File: config.mk
export PLATFORM = sky130hd
export DESIGN_NAME = muldiv_ctrl
export DESIGN_NICKNAME = d
export VERILOG_FILES = /design/src/rtl/muldiv_ctrl.sv
export SDC_FILE = /design/constraint.sdc
export NUM_CORES = 2
export LEC_CHECK = 0
export BUFFER_PORTS_ARGS = -buffer_cell sky130_fd_sc_hd__buf_2
export CAP_MARGIN = 20
export CORE_UTILIZATION = 65
export DETAILED_ROUTE_END_ITERATION = 6
export PLACE_DENSITY = 0.82
export RECOVER_POWER = 100
export SLEW_MARGIN = 15
export SYNTH_ARGS = -nofsm -noshare
export SYNTH_HDL_FRONTEND = slang
export SYNTH_SLANG_ARGS = --single-unit
File: constraint.sdc
create_clock -name clk -period 9.3 [get_ports clk]
set_clock_uncertainty 0.2 [all_clocks]
set_input_delay 1.395 -clock clk [delete_from_list [all_inputs] [get_ports clk]]
set_output_delay 1.395 -clock clk [all_outputs]
set_load 0.005 [all_outputs]
File: src/rtl/muldiv_ctrl.sv
// HI/LO sequencer: MUL_CYCLES-cycle multiply, 32-step restoring divide + sign fix, MTHI/MTLO.
// Latency MUL_CYCLES / 33 / 1 edges; start is ignored outside IDLE and busy stalls the execute stage.
module muldiv_ctrl #(
    parameter int MUL_CYCLES = 2
) (
    input  logic        clk,
    input  logic        resetn,
    input  logic        start,
    input  logic [2:0]  op,
    input  logic [31:0] src_a,
    input  logic [31:0] src_b,
    input  logic        flush,
    output logic        busy,
    output logic        done,
    output logic [31:0] hi,
    output logic [31:0] lo
);
    typedef enum logic [1:0] {IDLE, MUL, DIV, FIX} state_t;

    localparam logic [2:0] OP_MULT  = 3'd0;
    localparam logic [2:0] OP_MULTU = 3'd1;
    localparam logic [2:0] OP_DIV   = 3'd2;
    localparam logic [2:0] OP_DIVU  = 3'd3;
    localparam logic [2:0] OP_MTHI  = 3'd4;
    localparam logic [2:0] OP_MTLO  = 3'd5;
    localparam logic [4:0] MUL_INIT = 5'(MUL_CYCLES - 1);

    state_t      state, state_d;
    logic [4:0]  cnt, cnt_d;
    logic        busy_d, done_d;
    logic [31:0] hi_d, lo_d;
    logic [31:0] op_a, op_a_d, op_b, op_b_d;
    logic [63:0] rq, rq_d;
    logic [2:0]  op_r, op_r_d;
    logic        mul_sgn, mul_sgn_d;
    logic        sign_q, sign_q_d, sign_r, sign_r_d;
    logic        dz, dz_d;

    logic [63:0] mul_a, mul_b, prod;
    logic [32:0] trial;
    logic [63:0] rq_step;
    logic        sdiv;
    logic [31:0] abs_a, abs_b, quot, rem;

    // Sign-extend to 64 bits so a plain unsigned multiply yields the right low 64 bits.
    assign mul_a = {{32{mul_sgn & op_a[31]}}, op_a};
    assign mul_b = {{32{mul_sgn & op_b[31]}}, op_b};
    assign prod  = mul_a * mul_b;

    // Restoring step: shifted remainder is 33 bits wide, a borrow means "restore".
    assign trial   = rq[63:31] - {1'b0, op_b};
    assign rq_step = trial[32] ? {rq[62:0], 1'b0} : {trial[31:0], rq[30:0], 1'b1};

    assign sdiv  = ~op[0];
    assign abs_a = (sdiv & src_a[31]) ? -src_a : src_a;
    assign abs_b = (sdiv & src_b[31]) ? -src_b : src_b;
    assign quot  = sign_q ? -rq[31:0]  : rq[31:0];
    assign rem   = sign_r ? -rq[63:32] : rq[63:32];

    always_comb begin
        state_d   = state;
        cnt_d     = cnt;
        done_d    = 1'b0;
        hi_d      = hi;
        lo_d      = lo;
        op_a_d    = op_a;
        op_b_d    = op_b;
        rq_d      = rq;
        op_r_d    = op_r;
        mul_sgn_d = mul_sgn;
        sign_q_d  = sign_q;
        sign_r_d  = sign_r;
        dz_d      = dz;
        case (state)
            IDLE: begin
                if (start && !flush) begin
                    op_r_d = op;
                    op_a_d = src_a;
                    op_b_d = src_b;
                    case (op)
                        OP_MULT, OP_MULTU: begin
                            mul_sgn_d = ~op[0];
                            cnt_d     = MUL_INIT;
                            state_d   = MUL;
                        end
                        OP_DIV, OP_DIVU: begin
                            op_b_d   = abs_b;
                            rq_d     = {32'd0, abs_a};
                            sign_q_d = sdiv & (src_a[31] ^ src_b[31]);
                            sign_r_d = sdiv & src_a[31];
                            dz_d     = (src_b == 32'd0);
                            cnt_d    = 5'd31;
                            state_d  = (src_b == 32'd0) ? FIX : DIV;
                        end
                        default: state_d = FIX;
                    endcase
                end
            end
            MUL: begin
                if (flush) begin
                    state_d = IDLE;
                end else if (cnt == 5'd0) begin
                    hi_d    = prod[63:32];
                    lo_d    = prod[31:0];
                    done_d  = 1'b1;
                    state_d = IDLE;
                end else begin
                    cnt_d = cnt - 5'd1;
                end
            end
            DIV: begin
                if (flush) begin
                    state_d = IDLE;
                end else begin
                    rq_d = rq_step;
                    if (cnt == 5'd0) state_d = FIX;
                    else             cnt_d   = cnt - 5'd1;
                end
            end
            FIX: begin
                state_d = IDLE;
                if (!flush) begin
                    case (op_r)
                        OP_DIV, OP_DIVU: begin
                            done_d = 1'b1;
                            if (!dz) begin
                                lo_d = quot;
                                hi_d = rem;
                            end
                        end
                        OP_MTHI: hi_d = op_a;
                        OP_MTLO: lo_d = op_a;
                        default: ;
                    endcase
                end
            end
            default: state_d = IDLE;
        endcase
        // busy covers every edge that stays in flight, never the accept edge itself.
        busy_d = (state != IDLE) && (state_d != IDLE);
    end

    always_ff @(posedge clk or negedge resetn) begin
        if (!resetn) begin
            state   <= IDLE;
            cnt     <= 5'd0;
            busy    <= 1'b0;
            done    <= 1'b0;
            hi      <= 32'd0;
            lo      <= 32'd0;
            op_a    <= 32'd0;
            op_b    <= 32'd0;
            rq      <= 64'd0;
            op_r    <= 3'd0;
            mul_sgn <= 1'b0;
            sign_q  <= 1'b0;
            sign_r  <= 1'b0;
            dz      <= 1'b0;
        end else begin
            state   <= state_d;
            cnt     <= cnt_d;
            busy    <= busy_d;
            done    <= done_d;
            hi      <= hi_d;
            lo      <= lo_d;
            op_a    <= op_a_d;
            op_b    <= op_b_d;
            rq      <= rq_d;
            op_r    <= op_r_d;
            mul_sgn <= mul_sgn_d;
            sign_q  <= sign_q_d;
            sign_r  <= sign_r_d;
            dz      <= dz_d;
        end
    end
endmodule

== Word-level counts from Yosys, hierarchy flattened ==
Cells that the tools add are included.

* Add/subtract/negate cells: 6
* Multipliers: 1
* Div/mod/pow operators: 0
* Magnitude comparators: 0
* Eq/ne operators: 22
* Shift operators: 0
* Muxes and demuxes: 40
* Bitwise gates (word level): 7
* Reduce and logical (&&, ||, !) cells: 23

{| class="wikitable"
|+ Operators with widths
! operator !! number
|-
| $mux 32 || 13
|-
| $mux 64 || 4
|-
| $pmux 32 s2 || 4
|-
| $neg 32->32 || 4
|-
| $pmux 64 s2 || 1
|-
| $mul 33x33->64 || 1
|-
| $sub 33x32->33 || 1
|-
| $logic_not 32->1 || 1
|-
| $pmux 5 s2 || 2
|-
| $mux 5 || 3
|-
| $ne 2x2->1 const B || 7
|-
| $eq 3x2->1 const B || 4
|-
| $reduce_and 6->1 || 2
|-
| $mux 2 || 5
|-
| $reduce_bool 2->1 || 5
|-
| $pmux 2 s4 || 1
|-
| $reduce_or 2->1 || 4
|-
| $eq 3x3->1 const B || 2
|-
| $ne 3x2->1 const B || 2
|-
| $reduce_and 3->1 || 2
|-
| $and 1x1->1 || 5
|-
| $logic_not 5->1 || 1
|-
| $mux 1 || 5
|-
| $reduce_and 5->1 || 1
|-
| other kinds (17) || 19
|}

* Bits in registers: 208
* Latch bits: 0
* RAM bits: 0
* Memory bits (read-only): 0
* Bits of input ports: 71
* Output and inout bits: 66
* Logic and storage cells: 113
* Memories: 0

== Longest topological paths before layout ==
* Depth in word-level cells: 7
* Depth in mapped cells: 32
* Depth with buffers taken out: 29

== Least setup slack after synthesis ==
No wires, ideal clock.

* Path kind: register to register
* Start point: register op_a[31]
* End point: register hi[28]
* Library setup time: 0.150 ns
* Arrival: 7.929 ns
* Required time: 8.950 ns
* Path slack: 1.021 ns
* Stages on the path, launching flop included: 30
* Path buffers: 2
* Period minus slack after synthesis: 8.279 ns
* Cell sequence: dfrtp_1 -> clkbuf_1 -> and2_1 -> clkbuf_1 -> nand2_1 -> inv_1 -> fa_1 -> fa_1 -> fa_1 -> inv_1 -> fa_1 -> inv_1 -> fa_1 -> fa_1 -> fa_1 -> inv_1 -> fa_1 -> inv_1 -> ha_1 -> a21o_1 -> a21o_1 -> a2111oi_0 -> nor3_1 -> nand2b_1 -> o31ai_1 -> o21ai_1 -> o21ai_1 -> o21a_1 -> or4_1 -> a41oi_1

* Cells in the longest elaborated chain, start to end: 5

{| class="wikitable"
|+ RTL lines
! item !! line !! RTL
|-
| start: declaration || 32 || <nowiki>logic [31:0] op_a, op_a_d, op_b, op_b_d;</nowiki>
|-
| start signal: assignment || 166 || <nowiki>op_a <= op_a_d;</nowiki>
|-
| $and 1x1->1 || 46 || <nowiki>assign mul_a = {{32{mul_sgn & op_a[31]}}, op_a};</nowiki>
|-
| $mul 33x33->64 * || 48 || <nowiki>assign prod = mul_a * mul_b;</nowiki>
|-
| $mux 32 * || 102 || <nowiki>end else if (cnt == 5'd0) begin</nowiki>
|-
| $mux 32 * || 100 || <nowiki>if (flush) begin</nowiki>
|-
| $pmux 32 s2 * || 74 || <nowiki>case (state)</nowiki>
|-
| end signal: assignment || 164 || <nowiki>hi <= hi_d;</nowiki>
|-
| end: declaration || 15 || <nowiki>output logic [31:0] hi,</nowiki>
|}

Mark *: on every way between the ends. The rest lies on a longest branch, timed or not. The select of a mux whose other input is x is not followed.
A chain may end at the register's enable or synchronous reset.

== Final worst setup path ==
Same ends and word-level chain as after synthesis.

==> impl_metrics.env <==
export IMPL_status="finished, violations left"
export IMPL_violations="capacitance limit, slew limit"
export IMPL_routed_wl_um=156000
export IMPL_synth_top_cell_area_share_pct=43.7
export IMPL_gp_congestion=1.03
export IMPL_grt_util_all_layers_pct=40.2
export IMPL_ys_types=73
export IMPL_ys_ff_latch=208
export IMPL_end_kind="register"
export IMPL_antenna_found_initial=8
export IMPL_ios=137
export IMPL_ys_async_sr_fraction_pct=100
export IMPL_first_pass_iters=6
export IMPL_fmax_mhz=112
export IMPL_tightest_slew_ns=4.43
export IMPL_core_sq_um=78000
export IMPL_crit_arrival_ns=9.14
export IMPL_max_cap_violations=8
export IMPL_grt_start_max_net_pins=91
export IMPL_drive_gt1_share_pct=5.84
export IMPL_postSynthAreaPerCell_sq_um=8.71
export IMPL_dieHeight_um=284
export IMPL_grt_pass1_wl_um=248000
export IMPL_synth_top_area_cell="fa_1"
export IMPL_crit_top_cell="fa_1"
export IMPL_yosysWarningCount=0
export IMPL_vias=41900
export IMPL_reg2reg_from="op_a[31]"
export IMPL_synth_ff_type="dfrtp_1"
export IMPL_drc=0
export IMPL_r2r_slack_ns=0.38
export IMPL_fin_crit_sh_pct=95.9
export IMPL_clk_pin_slew_worst_paths_ns=0.08
export IMPL_cpPeakStageDelay_ns=0.56
export IMPL_synth_area_top_cells="fa_1 44%, dfrtp_1 10%, inv_1 8.6%"
export IMPL_min_to="lo[1]"
export IMPL_setup_viol=0
export IMPL_r2r_cells=28
export IMPL_ant_nets=0
export IMPL_wl_per_cell_um=22.5
export IMPL_cp_max_fo=11
export IMPL_dp_hpwl_um=128000
export IMPL_hold_depth=2
export IMPL_grt_pass1_vias=44100
export IMPL_synth_edf_count=0
export IMPL_netlist_instances=5929
export IMPL_required_ns=9.52
export IMPL_die_area_sq_um=80500
export IMPL_tns_ns=0
export IMPL_cts_buffer_depth=3
export IMPL_area_sequential_sq_um=5220
export IMPL_hold_viol_final=0
export IMPL_cts_max_level=1
export IMPL_synthesis_nets=7379
export IMPL_numCtsBuffers=24
export IMPL_ys_seq_area_share_pct=10.1
export IMPL_period_needed_ns=8.92
export IMPL_start_kind="register"
export IMPL_first_iter_violations=4135
export IMPL_grt_overflow=0
export IMPL_cp_slowest_cell="fa_1"
export IMPL_clockRootBuffer="clkbuf_16"
export IMPL_clkLatencyLatePin_ns=0.59
export IMPL_start_util_pct=66.2
export IMPL_syn_to_final_growth_pct=5.37
export IMPL_rsz0062_at_grt="no"
export IMPL_dieWidth_um=284
export IMPL_port_buffers=136
export IMPL_hold_class="register to register"
export IMPL_hp_start="lo[1]"
export IMPL_synth_area_sq_um=51600
export IMPL_slew_headroom_pct=-195
export IMPL_final_net_count=7338
export IMPL_nFillCells=5958
export IMPL_cts_sinks=208
export IMPL_post_cts_setup_buffer_count=0
export IMPL_viasPerCell=6.03
export IMPL_placementRows=102
export IMPL_timing_rr_end="hi[28]"
export IMPL_crit_type="register to register"
export IMPL_cts_tree="done"
export IMPL_finalMaxSlewViolations=521
export IMPL_multiInputGateArea_sq_um=40600
## synth_stat cells (6+ instances only)
master	count
a211oi_1	16
fa_1	1126
o221ai_1	6
o41ai_1	15
nor4_1	17
nand2_1	1050
o21a_1	20
nor3_1	24
xor2_1	124
a21o_1	47
nor2b_1	19
or4_1	17
o31ai_1	39
o211ai_1	25
mux2i_1	32
and2_1	350
xnor2_1	89
dfrtp_1	208
o22ai_1	9
inv_1	1187
a21oi_1	223
buf_1	9
nor3b_1	8
nand3_1	49
and3_1	22
or2_2	9
o21bai_1	14
nor2_1	189
o21ai_0	220
or3_1	19
o21ai_1	26
ha_1	253
a31oi_1	15
nand2b_1	13
clkbuf_1	349
nand4_1	15
## routing by layer
metal / share of wire, % / GRT usage (%) / up-vias / routed length (um)
li1: - / - / 17700 / -
met1: 36 / 52.5 / 21000 / 56600
met2: 45 / 61.7 / 2595 / 70300
met3: 13 / 12.3 / 531 / 20500
met4: 5.7 / 18.7 / 2 / 8860
met5: 0.011 / 0 / - / 17
## placed cells by master, fill, tap and decap left out, types with 14 or more instances in the layout
master        n
and3_1       22
o41ai_1      15
o31ai_1      39
nand4_1      15
nand3_1      49
xnor2_1      89
xor2_1      124
o21bai_1     14
nand2_1    1050
ha_1        252
nor4_1       15
mux2i_1      32
nor3_1       24
or3_1        19
o21a_1       20
a21o_1       46
clkbuf_16    24
dfrtp_1     195
a211oi_1     14
clkbuf_1     45
nor2_1      189
a31oi_1      15
nor2b_1      19
and2_1      345
or4_1        17
o211ai_1     25
buf_2       102
a21oi_1     223
fa_1       1125
o21ai_0     238
buf_4       142
inv_1      1187
## kinds of logic after synthesis
| kind of cell | after synthesis | share of synthesized area, % |
|---|---|---|
| adder cells (fa/ha/maj) | 1379 | 49.8 |
| AND/OR/NAND/NOR | 1814 | 15.9 |
| multiplexers | 35 | 0.686 |
| flip-flops | 208 | 10.1 |
| buffers and inverters | 1552 | 11.3 |
| AO/OA/AOI/OAI | 727 | 8.54 |
| XOR/XNOR | 214 | 3.65 |
## final cells by class
type | instances | share of cell area (%)
Antenna cell | 7 | 0.0322
Clock inverter | 10 | 0.301
Timing Repair Buffer | 298 | 3.54
Sequential cell | 208 | 9.60
Inverter | 1187 | 8.19
Multi-Input combinational cell | 4169 | 74.7
Tap cell | 1040 | 2.39
Clock buffer | 33 | 1.28
## state kept, by name, summed over array words and instances (netlist names), 2 cells and up
| register | cells |
|---|---|
| cnt | 5 |
| hi | 32 |
| lo | 32 |
| op_a | 32 |
| op_b | 32 |
| op_r | 3 |
| rq | 64 |
| state | 2 |
## worst max path at each step
stage,start,end,slack (ns),cells after the start
5_1_grt,op_b[0],hi[28],0.01,28
3_5_place_dp,op_b[1],hi[28],0.19,28
2_1_floorplan,op_a[31],hi[28],1.02,29
4_1_cts,op_b[1],hi[28],0.16,28
6_report,op_a[31],hi[28],0.38,28
3_3_place_gp,op_b[1],hi[25],0.34,28
## timing repair
action                     4_1_cts  5_1_grt
setup endpoints to repair        0       11
resized for setup                0       16
hold buffers                     0        0
## stage by stage
step                std cells  hold slack, ns  setup WS [ns]  area [sq um]  utilization, %
floorplan                5929           0.263           1.02         51600               -
global placement         6901           0.263          0.339         53600            68.7
detailed placement       6901           0.269          0.194         53600            68.7
CTS                      6944           0.285          0.162         54400            69.8
global route             6947           0.307         0.0111         54400            69.7
finish                   6952           0.284          0.381         54400            69.7
## worst max-delay path, delay by kind of cell (launching register included)
family,cells,cell delay (ns)
and+or+nand+nor,5,0.91
DFF,1,0.52
AOI/OAI and AO/OA,8,2.01
adders and majority gates,9,4.24
buffers and inverters,6,0.84
Power is left out: the tool's default activity adds up to more than one toggle a clock period on the data nets, which glitch-free logic cannot reach.
